**src/rtl/rcb_frl_tx_link_ctrl.sv**
```systemverilog
// Transmit-side link-training sequencer: drives the training pattern, then a sync
// marker, then user bytes onto the registered serializer lane.
module rcb_frl_tx_link_ctrl #(
    parameter int          TRAIN_CYCLES = 256,
    parameter int          LOCK_TIMEOUT = 4096,
    parameter int          SYNC_LEN     = 4,
    parameter logic [7:0]  SYNC_WORD    = 8'h5A,
    parameter logic [7:0]  IDLE_WORD    = 8'h00
) (
    input  logic       CLK,
    input  logic       RST,
    input  logic       LINK_EN,
    input  logic       RETRAIN,
    input  logic       PEER_LOCKED,
    output logic       TP_RST,
    input  logic [7:0] TP_DATA,
    input  logic [7:0] TX_DATA_IN,
    input  logic       TX_VALID,
    output logic       TX_READY,
    output logic [7:0] DATA_OUT,
    output logic       LINK_UP,
    output logic       TRAIN_ACTIVE,
    output logic       TIMEOUT_ERR
);

    localparam int MAX_P = (TRAIN_CYCLES > LOCK_TIMEOUT)
                         ? ((TRAIN_CYCLES > SYNC_LEN) ? TRAIN_CYCLES : SYNC_LEN)
                         : ((LOCK_TIMEOUT > SYNC_LEN) ? LOCK_TIMEOUT : SYNC_LEN);
    localparam int CNT_W = (MAX_P > 1) ? $clog2(MAX_P) : 1;

    typedef enum logic [2:0] {
        S_OFF,
        S_TRAIN,
        S_WAIT_LOCK,
        S_SYNC,
        S_UP
    } state_t;

    state_t           state_q;
    logic [CNT_W-1:0] cnt_q;
    logic [7:0]       data_q;
    logic             timeout_q;

    logic train_done;
    logic lock_expired;
    logic sync_done;

    assign train_done   = (cnt_q == CNT_W'(TRAIN_CYCLES - 1));
    assign lock_expired = (cnt_q == CNT_W'(LOCK_TIMEOUT - 1));
    assign sync_done    = (cnt_q == CNT_W'(SYNC_LEN - 1));

    // Status outputs depend on the state register alone, so they never glitch with inputs.
    assign TP_RST       = (state_q == S_OFF) || (state_q == S_SYNC) || (state_q == S_UP);
    assign TRAIN_ACTIVE = (state_q == S_TRAIN) || (state_q == S_WAIT_LOCK);
    assign LINK_UP      = (state_q == S_UP);
    assign TX_READY     = (state_q == S_UP);
    assign DATA_OUT     = data_q;
    assign TIMEOUT_ERR  = timeout_q;

    // NOTE: reset here is synchronous (inside the clocked branch), and every state
    // element uses <= so all registers see the pre-edge values of each other.
    always_ff @(posedge CLK) begin
        if (RST) begin
            state_q   <= S_OFF;
            cnt_q     <= '0;
            data_q    <= 8'h00;
            timeout_q <= 1'b0;
        end else begin
            // Lane contents follow the state being left, not the state being entered.
            case (state_q)
                S_TRAIN, S_WAIT_LOCK: data_q <= TP_DATA;
                S_SYNC:               data_q <= SYNC_WORD;
                S_UP:                 data_q <= TX_VALID ? TX_DATA_IN : IDLE_WORD;
                default:              data_q <= 8'h00;
            endcase

            if ((state_q == S_TRAIN) || (state_q == S_WAIT_LOCK) || (state_q == S_SYNC)) begin
                cnt_q <= cnt_q + CNT_W'(1);
            end else begin
                cnt_q <= '0;
            end

            if (!LINK_EN) begin
                state_q   <= S_OFF;
                cnt_q     <= '0;
                data_q    <= 8'h00;
                timeout_q <= 1'b0;
            end else if (RETRAIN && (state_q != S_OFF)) begin
                state_q <= S_TRAIN;
                cnt_q   <= '0;
            end else begin
                case (state_q)
                    S_OFF: begin
                        state_q <= S_TRAIN;
                        cnt_q   <= '0;
                    end
                    S_TRAIN: begin
                        if (train_done) begin
                            state_q <= S_WAIT_LOCK;
                            cnt_q   <= '0;
                        end
                    end
                    S_WAIT_LOCK: begin
                        // Lock is tested first so a coincident timeout is ignored.
                        if (PEER_LOCKED) begin
                            state_q <= S_SYNC;
                            cnt_q   <= '0;
                        end else if (lock_expired) begin
                            state_q   <= S_TRAIN;
                            cnt_q     <= '0;
                            timeout_q <= 1'b1;
                        end
                    end
                    S_SYNC: begin
                        if (!PEER_LOCKED) begin
                            state_q <= S_TRAIN;
                            cnt_q   <= '0;
                        end else if (sync_done) begin
                            state_q <= S_UP;
                            cnt_q   <= '0;
                        end
                    end
                    S_UP: begin
                        if (!PEER_LOCKED) begin
                            state_q <= S_TRAIN;
                            cnt_q   <= '0;
                        end
                    end
                    default: begin
                        state_q <= S_OFF;
                        cnt_q   <= '0;
                    end
                endcase
            end
        end
    end

endmodule

```
**config.mk**
```make
export PLATFORM = sky130hd
export DESIGN_NAME = rcb_frl_tx_link_ctrl
export DESIGN_NICKNAME = d
export VERILOG_FILES = /design/src/rtl/rcb_frl_tx_link_ctrl.sv
export SDC_FILE = /design/constraint.sdc
export NUM_CORES = 1
export LEC_CHECK = 0
export ABC_AREA = 1
export CAP_MARGIN = 40
export CORE_ASPECT_RATIO = 1.4
export CORE_UTILIZATION = 56
export DETAILED_ROUTE_END_ITERATION = 16
export DONT_BUFFER_PORTS = 1
export HOLD_SLACK_MARGIN = 0.02
export PLACE_DENSITY = 0.79
export SETUP_SLACK_MARGIN = 0.02
export SLEW_MARGIN = 10
export SYNTH_ARGS = -nofsm -noshare
export SYNTH_HDL_FRONTEND = slang
export SYNTH_SLANG_ARGS = --single-unit
```
**constraint.sdc**
```tcl
create_clock -name CLK -period 2 [get_ports CLK]
set_input_delay 0.4 -clock CLK [delete_from_list [all_inputs] [get_ports CLK]]
set_output_delay 0.4 -clock CLK [all_outputs]
set_load 0.01 [all_outputs]
```
==> impl_metrics.csv <==
group,metric,value,unit
setup_path,worstPathMaxFanout,14,
timing,setup_slack,0.194,ns
timing,min_period,1.81,ns
floorplan,core_area,2000,sq um
synthesis,synth_fp_nets,190,
floorplan,die_area,2350,sq um
synthesis,yosysTopAreaCellShare,39.7,%
clock_tree,cts.htree.levels,1,
finish,nets,191,
floorplan,start_util,60.6,%
timing,fin_skew,0.00673,ns
clock_tree,cts.clk_slew.worst_paths,0.13,ns
setup_path,crit_chain,"ha_1 > nand3_2 > nor2_2 > nand3_1 > nand2_1 > nand2_2 > nor2_4 > nand3_1 > nand2_1 > inv_1",
synthesis,synth_area,1210,sq um
drt,antenna_left,0,
timing,fmax,554,MHz
drt,drt_first_iter_violations,17,
drt,wl_per_cell,12.7,microns
finish,final_common_cell,"nand2_1",
global_route,antenna_found_initial,0,
hold_path,min_path_type,"primary input to register",
power,max-vdd-ir-drop,0.532,mV
power,p_per_area,733,nW/um^2
power,p_leak,0.516,nW
synthesis,ys_seq_area_share,39.7,%
setup_path,max_stage_delay,0.37,ns
clock_tree,clk_latency,0.32,ns
timing,setup_viol,0,
global_route,first_global_vias,969,
drt,vias_per_cell,5.64,
finish,diodes,0,
timing,fin_crit_sh,90.3,%
clock_tree,cts_buffers,3,
setup_path,required,2.23,ns
global_route,grt_max_degree,15,
setup_path,path_buf_inv,1,
floorplan,rows,19,
finish,drive_gt1_share,7.19,%
setup_path,path_delay_family,"simple AND/OR/NAND/NOR gates",
drt,route.detailed.drc,0,
finish,postLayoutCoreUtil,63.2,%
synthesis,synth_warnings,0,
setup_path,worstPathArrival,2.04,ns
run,maxCapViolations,0,
clock_tree,cts_resized,0,
setup_path,slowest_stage,"dfxtp_1",
setup_path,endpoint_kind,"register",
global_route,grt_pass1_wl,3940,microns
floorplan,die_x,41.3,microns
drt,firstDrtPassIters,4,
setup_path,worstSetupPathType,"register to register",
global_route,grt-ovfl-total,0,
drt,drt_wl_total,2380,microns
synthesis,synth.area.top_cells,"dfxtp_1 40%, nand2_1 10%, nor2_1 8.7%, inv_1 6.8%, xor2_1 6.5%",
timing,slew_violations,0,
synthesis,yosys.area.top_type,"dfxtp_1",
timing,tightestPinTransition,0.498,ns
clock_tree,post-cts-setup-buffers,0,
timing,rsz0062_at_grt,"false",
synthesis,syn_avg_cell_area,7.24,sq um
synthesis,ys_seq_elements,24,
clock_tree,clkSinkCount,24,
finish,area_delta_synth_final,4.24,%
synthesis,synth_cell_types,29,
finish,layout_common_cells,"33 x nand2_1, 28 x nor2_1, 24 x dfxtp_1, 22 x inv_1, 10 x nor3_1",
finish,stdcell_count,188,
clock_tree,clockBufferDepth,2,
place,routabilityCongestion,0.839,
global_route,grt_usage,23.6,%
setup_path,start_kind,"register",
place,hpwl,1850,microns
synthesis,synthCells,167,
place,dp_cells,184,
timing,hold_violations,0,
clock_tree,cts_tree,"yes",
status,outcome,"complete, no violations",
setup_path,worst-r2r-setup-slack,0.19,ns
timing,slew_headroom,66.7,%
floorplan,pin_count,35,
floorplan,dieHeight,57,microns
place,post-place-ws,0.201,ns
drt,vias,1061,
place,io_buffers,0,
clock_tree,cts_root_buf,"clkbuf_4",
timing,fin_setup_tns,0,ns
## cell type report
cell class	instances	area, sq um
fill	192	736
inverter	22	82.6
timing repair buffer	1	7.51
clock buffer	3	22.5
clock inverter	1	30.0
tap	21	26.3
multi-input combinational	116	612
sequential	24	480
## cells in the mapped netlist
| cell type | n |
|---|---|
| nor3_2 | 1 |
| a21oi_2 | 1 |
| o211ai_1 | 1 |
| a21oi_1 | 2 |
| nand3_2 | 1 |
| nand3_1 | 9 |
| inv_1 | 22 |
| o21ai_1 | 1 |
| xnor2_1 | 1 |
| nor2_2 | 1 |
| o21ai_0 | 1 |
| a211oi_1 | 1 |
| nor2_1 | 28 |
| nor3b_1 | 1 |
| nand2_1 | 33 |
| ha_1 | 1 |
| buf_6 | 1 |
| a221oi_1 | 4 |
| xor2_1 | 9 |
| dfxtp_1 | 24 |
| buf_2 | 1 |
| nand2_2 | 2 |
| nor3_1 | 10 |
| clkbuf_1 | 1 |
| nand4_1 | 2 |
| a41oi_1 | 1 |
| buf_4 | 2 |
| a22oi_1 | 4 |
| nor2_4 | 1 |
## final timing paths
check                       from                 endpoint  depth (start not counted)
max          cnt_q[0]$_SDFF_PP0_  state_q[0]$_SDFFE_PP0P_                         10
min reg2reg  cnt_q[0]$_SDFF_PP0_      cnt_q[0]$_SDFF_PP0_                          1
min                TX_DATA_IN[0]   DATA_OUT[0]$_SDFF_PP0_                          2
max reg2reg  cnt_q[0]$_SDFF_PP0_  state_q[0]$_SDFFE_PP0P_                         10
## sequential cells by signal (all words and copies together) (netlist names)
register / count
TIMEOUT_ERR: 1
state_q: 3
cnt_q: 12
DATA_OUT: 8
## worst register-to-register path, stage by stage (launching register included)
cell and delay [ns]:
dfxtp_1 0.37, ha_1 0.24, nand3_2 0.14, nor2_2 0.14, nand3_1 0.13, nand2_1 0.10, nand2_2 0.06, nor2_4 0.28
nand3_1 0.15, nand2_1 0.08, inv_1 0.04
## logic make-up (layout without fill, tap and decap cells)
kind of cell,count (synthesis),count (layout),synth area share [%]
buffers and inverters,27,27,9.72
DFF,24,24,39.7
AOI/OAI and AO/OA,16,16,9.72
adders and majority gates,1,1,1.03
xor gates and xnor gates,10,10,7.24
and+or+nand+nor,89,89,32.6
## routing by layer
layer	vias to the layer above	track usage, %	wire [microns]
met1	489	25.8	936
met2	33	42.6	1300
li1	534	-	-
met5	-	0	0
met4	0	8.29	41
met3	5	3.50	105
## timing repair
item | 4_1_cts | 5_1_grt
hold buffers | 0 | 0
setup endpoints to repair | 0 | 1
hold endpoints to repair | 0 | 0
## power breakdown
part           internal [mW]  switching, mW
sequential             0.486        0.00669
clock                  0.203          0.145
combinational         0.0261         0.0588
## metrics by stage
| stage | area [sq um] | hold slack (ns) | total power [mW] |
|---|---|---|---|
| after CTS | 1260 | 0.213 | 0.934 |
| after floorplan | 1210 | 0.429 | 0.575 |
| final | 1260 | 0.216 | 0.924 |
| after global placement | 1200 | 0.450 | 0.582 |
| after detailed placement | 1210 | 0.453 | 0.587 |
| after global routing | 1260 | 0.226 | 0.964 |
(Power assumes the default switching activity.)
==> RTL edit 1, RTL diff (same flow settings) <==
Reset style: asynchronous (`RST`), changed in one clocked block.
--- a/src/rtl/rcb_frl_tx_link_ctrl.sv
+++ b/src/rtl/rcb_frl_tx_link_ctrl.sv
@@ -60,5 +60,5 @@
     // NOTE: reset here is synchronous (inside the clocked branch), and every state
     // element uses <= so all registers see the pre-edge values of each other.
-    always_ff @(posedge CLK) begin
+    always_ff @(posedge CLK or posedge RST) begin
         if (RST) begin
             state_q   <= S_OFF;
Formal check against the unedited RTL: differs if RST is asserted again (counterexample within 4 cycles, from zero or initial values and one cycle with RST high); with RST held inactive, the same outputs for 10 cycles.
==> RTL edit 1 against the unedited design <==
Area after synthesis grew 17%. Wire length grew 13%. Design area grew 19%. Worst setup slack gained 0.11 ns. Sequential cell count is the same. Register-to-register slack gained 0.15 ns. Hold slack gained 0.0012 ns.
Power is not compared: it rests on default switching activity, and its combinational part moved more than twofold at a synthesized area within 25%.
==> RTL edit 1: results (changes against the unedited design) <==
<table>
<tr><th>Metric</th><th>Value</th></tr>
<tr><th colspan="2">Timing</th></tr>
<tr><td>Final worst hold slack</td><td>0.217 ns (+0.00117 ns)</td></tr>
<tr><td>Post-Route Skew</td><td>0.00720 ns (+0.000465 ns)</td></tr>
<tr><th colspan="2">Finish</th></tr>
<tr><td>Share of the final layout cell area in multi-input gates</td><td>0.458 (-0.0267)</td></tr>
<tr><td>Count of buffers not belonging to the clock network in the layout</td><td>3 (+2)</td></tr>
<tr><td>Multi-input comb cells</td><td>118 (+1.7%)</td></tr>
<tr><td>Ratio of cells with drive above 1 in the final layout</td><td>0.236 (+0.164)</td></tr>
<tr><td>Area growth from synthesis to layout</td><td>6.28%</td></tr>
<tr><td>Number of filler cells placed in the layout</td><td>210 (+9.4%)</td></tr>
<tr><th colspan="2">Synthesis</th></tr>
<tr><td>Area share of fa/ha/maj cells after synthesis</td><td>0.00884 (-0.00150)</td></tr>
<tr><td>Synthesized-area fraction occupied by xor and xnor cells</td><td>0.0495 (-0.0229)</td></tr>
<tr><td>Nets in the synthesized netlist</td><td>194 (+2.1%)</td></tr>
<tr><td>Post-synth top flop</td><td>sky130_fd_sc_hd__dfrtp_1</td></tr>
<tr><td>Count of different cell masters after synthesis</td><td>27 (-6.9%)</td></tr>
<tr><th colspan="2">Status</th></tr>
<tr><td>Status</td><td>finished, final reports clean</td></tr>
<tr><th colspan="2">Drt</th></tr>
<tr><td>Number of DRC violations after detailed-routing iteration 0</td><td>26 (+9)</td></tr>
<tr><td>Total number of vias</td><td>1139 (+7.4%)</td></tr>
<tr><td>Metal2 WL</td><td>1430 um (+11%)</td></tr>
<tr><th colspan="2">Placed design</th></tr>
<tr><td>Routability congestion estimate</td><td>0.831 (-0.95%)</td></tr>
<tr><td>Placed wire-length estimate after detailed placement</td><td>2080 um (+12%)</td></tr>
<tr><td>DP Area</td><td>1440 um2 (+19%)</td></tr>
<tr><th colspan="2">Worst hold path</th></tr>
<tr><td>End point of the most critical hold path</td><td>state_q[1]</td></tr>
<tr><th colspan="2">Worst setup path</th></tr>
<tr><td>Endpoint of the lowest-slack register-to-register path</td><td>cnt_q[0]</td></tr>
<tr><td>Endpoint of the most critical setup path</td><td>TRAIN_ACTIVE</td></tr>
<tr><th colspan="2">GRT</th></tr>
<tr><td>Global-route track usage on met2</td><td>0.395 (-0.0314)</td></tr>
<tr><td>Pin count of the biggest net entering global routing</td><td>25 (+10)</td></tr>
</table>
RTL edit 1: cell types whose count changed after synthesis, sizes merged, moves of 2 or more:
cell   unedited run  this run
nand4             2         5
o21ai             2         8
dfxtp            24         0
xor2              9         6
dfrtp             0        24
nor3             11         1
nand2            35        32
inv              22        24
nand3            10        14
nor2             30        39
a21oi             3         1
RTL edit 1: worst max-delay path, cell delays in order, from the launching register on:
cell	delay (ns)
sky130_fd_sc_hd__dfrtp_1	0.45
sky130_fd_sc_hd__inv_2	0.07
sky130_fd_sc_hd__nor2_4	0.12
sky130_fd_sc_hd__nand2_1	0.08
sky130_fd_sc_hd__nand2_1	0.08
sky130_fd_sc_hd__buf_4	0.19
RTL edit 1: timing repair:
item / in CTS / in global routing
setup buffers: 0 / 0
hold endpoints to repair: 24 / 0
hold buffers: 1 / 0
==> RTL edit 2, RTL diff (config.mk and constraints unchanged) <==
Without the edit above. `TRAIN_CYCLES`: 256 -> 512.
--- a/src/rtl/rcb_frl_tx_link_ctrl.sv
+++ b/src/rtl/rcb_frl_tx_link_ctrl.sv
@@ -2,5 +2,5 @@
 // marker, then user bytes onto the registered serializer lane.
 module rcb_frl_tx_link_ctrl #(
-    parameter int          TRAIN_CYCLES = 256,
+    parameter int          TRAIN_CYCLES = 512,
     parameter int          LOCK_TIMEOUT = 4096,
     parameter int          SYNC_LEN     = 4,
Behaviour: same outputs for any inputs over 10 cycles, from zero or initial values; that may be too few to reach the edited logic, so the function may still have changed.
==> RTL edit 2 against the unedited design <==
Design area increased by 9.7%. Combinational power increased by 29%. First-iteration DRC count increased by 24%. Total power increased by 3.9%. Sequential cell count unchanged. Worst setup slack improved by 0.19 ns. Critical path type unchanged. Synthesized cell count increased by 0.60%. Largest power group unchanged. Area after synthesis increased by 9.0%. Sequential share of layout area decreased by 3.4 points. Wire length increased by 3.6%.
==> RTL edit 2: results (changes against the unedited design) <==
<table>
<tr><th>Metric</th><th>Value</th></tr>
<tr><th colspan="2">Status</th></tr>
<tr><td>Status</td><td>finished, final reports clean</td></tr>
<tr><th colspan="2">Timing</th></tr>
<tr><td>Post-Route Skew</td><td>0.00635 ns (-0.000383 ns)</td></tr>
<tr><td>Final worst hold slack</td><td>0.213 ns (-0.00339 ns)</td></tr>
<tr><th colspan="2">Worst setup path</th></tr>
<tr><td>Maximum single-stage delay on the critical path</td><td>0.39 ns (+0.02 ns)</td></tr>
<tr><td>Endpoint of the lowest-slack register-to-register path</td><td>cnt_q[2]</td></tr>
<tr><td>Number of cell instances on the worst register-to-register path</td><td>8 (-2)</td></tr>
<tr><td>Worst reg-to-reg setup slack</td><td>0.38 ns (+0.19 ns)</td></tr>
<tr><td>Maximum fanout count along the critical path</td><td>12 (-2)</td></tr>
<tr><th colspan="2">Synthesis</th></tr>
<tr><td>Cell types with the highest counts after synthesis</td><td>sky130_fd_sc_hd__dfxtp_1 (24), sky130_fd_sc_hd__nand2_1 (23), sky130_fd_sc_hd__nor2_1 (22)</td></tr>
<tr><td>Synth area leaders</td><td>sky130_fd_sc_hd__dfxtp_1 (36%), sky130_fd_sc_hd__nand2_1 (6.5%), sky130_fd_sc_hd__nor2_1 (6.3%)</td></tr>
<tr><th colspan="2">Power</th></tr>
<tr><td>Static Leak</td><td>0.517 nW (+0.16%)</td></tr>
<tr><td>Switching power of the nets</td><td>0.000233 W (+11%)</td></tr>
<tr><td>Worst vdd rail ir drop</td><td>0.000685 V (+29%)</td></tr>
<tr><td>Part of the power in the clock network</td><td>0.367 (-0.009)</td></tr>
<tr><th colspan="2">GRT</th></tr>
<tr><td>Global-route track usage on met2</td><td>0.426 (about the same)</td></tr>
<tr><td>Gr usage total</td><td>0.229 (-0.00754)</td></tr>
<tr><td>Vias in the first global route</td><td>1116 (+15%)</td></tr>
<tr><th colspan="2">Drt</th></tr>
<tr><td>Routed met1 length</td><td>1010 um (+8.0%)</td></tr>
<tr><td>Routed wirelength normalized by instance count</td><td>12.8 um (+1.5%)</td></tr>
<tr><td>Number of DRC violations after detailed-routing iteration 0</td><td>21 (+4)</td></tr>
<tr><td>Final WL</td><td>2470 um (+3.6%)</td></tr>
<tr><td>Total number of vias</td><td>1078 (+1.6%)</td></tr>
<tr><td>Metal2 WL</td><td>1290 um (-0.54%)</td></tr>
<tr><th colspan="2">Placed design</th></tr>
<tr><td>DP Area</td><td>1330 um2 (+10%)</td></tr>
<tr><td>Routability congestion estimate</td><td>0.927 (+11%)</td></tr>
<tr><td>Placed wire-length estimate after detailed placement</td><td>1910 um (+2.8%)</td></tr>
<tr><th colspan="2">Finish</th></tr>
<tr><td>Layout Nets</td><td>194 (+1.6%)</td></tr>
<tr><td>Ratio of cells with drive above 1 in the final layout</td><td>0.265 (+0.193)</td></tr>
</table>
==> RTL edit 2: area by class of cell <==
type                       instances  area (um2)
multi-input combinational        117         723
fill                             198         818
inverter                          24        92.6
clock inverter                     1        30.0
timing repair buffer               1        7.51
clock buffer                       3        22.5
tap                               22        27.5
sequential                        24         480
==> RTL edit 2: worst max-delay path by stage <==
stage | to | from | slack, ns | depth (start not counted)
global route | cnt_q[2] | cnt_q[0] | 0.19 | 8
finish | cnt_q[2] | cnt_q[0] | 0.38 | 8
global placement | cnt_q[2] | cnt_q[0] | 0.44 | 8
floorplan | cnt_q[10] | cnt_q[0] | 0.56 | 9
detailed placement | cnt_q[1] | cnt_q[0] | 0.37 | 8
CTS | cnt_q[2] | cnt_q[0] | 0.36 | 8
==> RTL edit 2: logic make-up after synthesis <==
kind of cell | after synthesis | share of synthesized area
compound gates | 17 | 0.0949
xor+xnor | 8 | 0.0531
fa+ha+maj | 1 | 0.00949
buf+inv | 27 | 0.0873
flops | 24 | 0.364
simple gates | 91 | 0.391
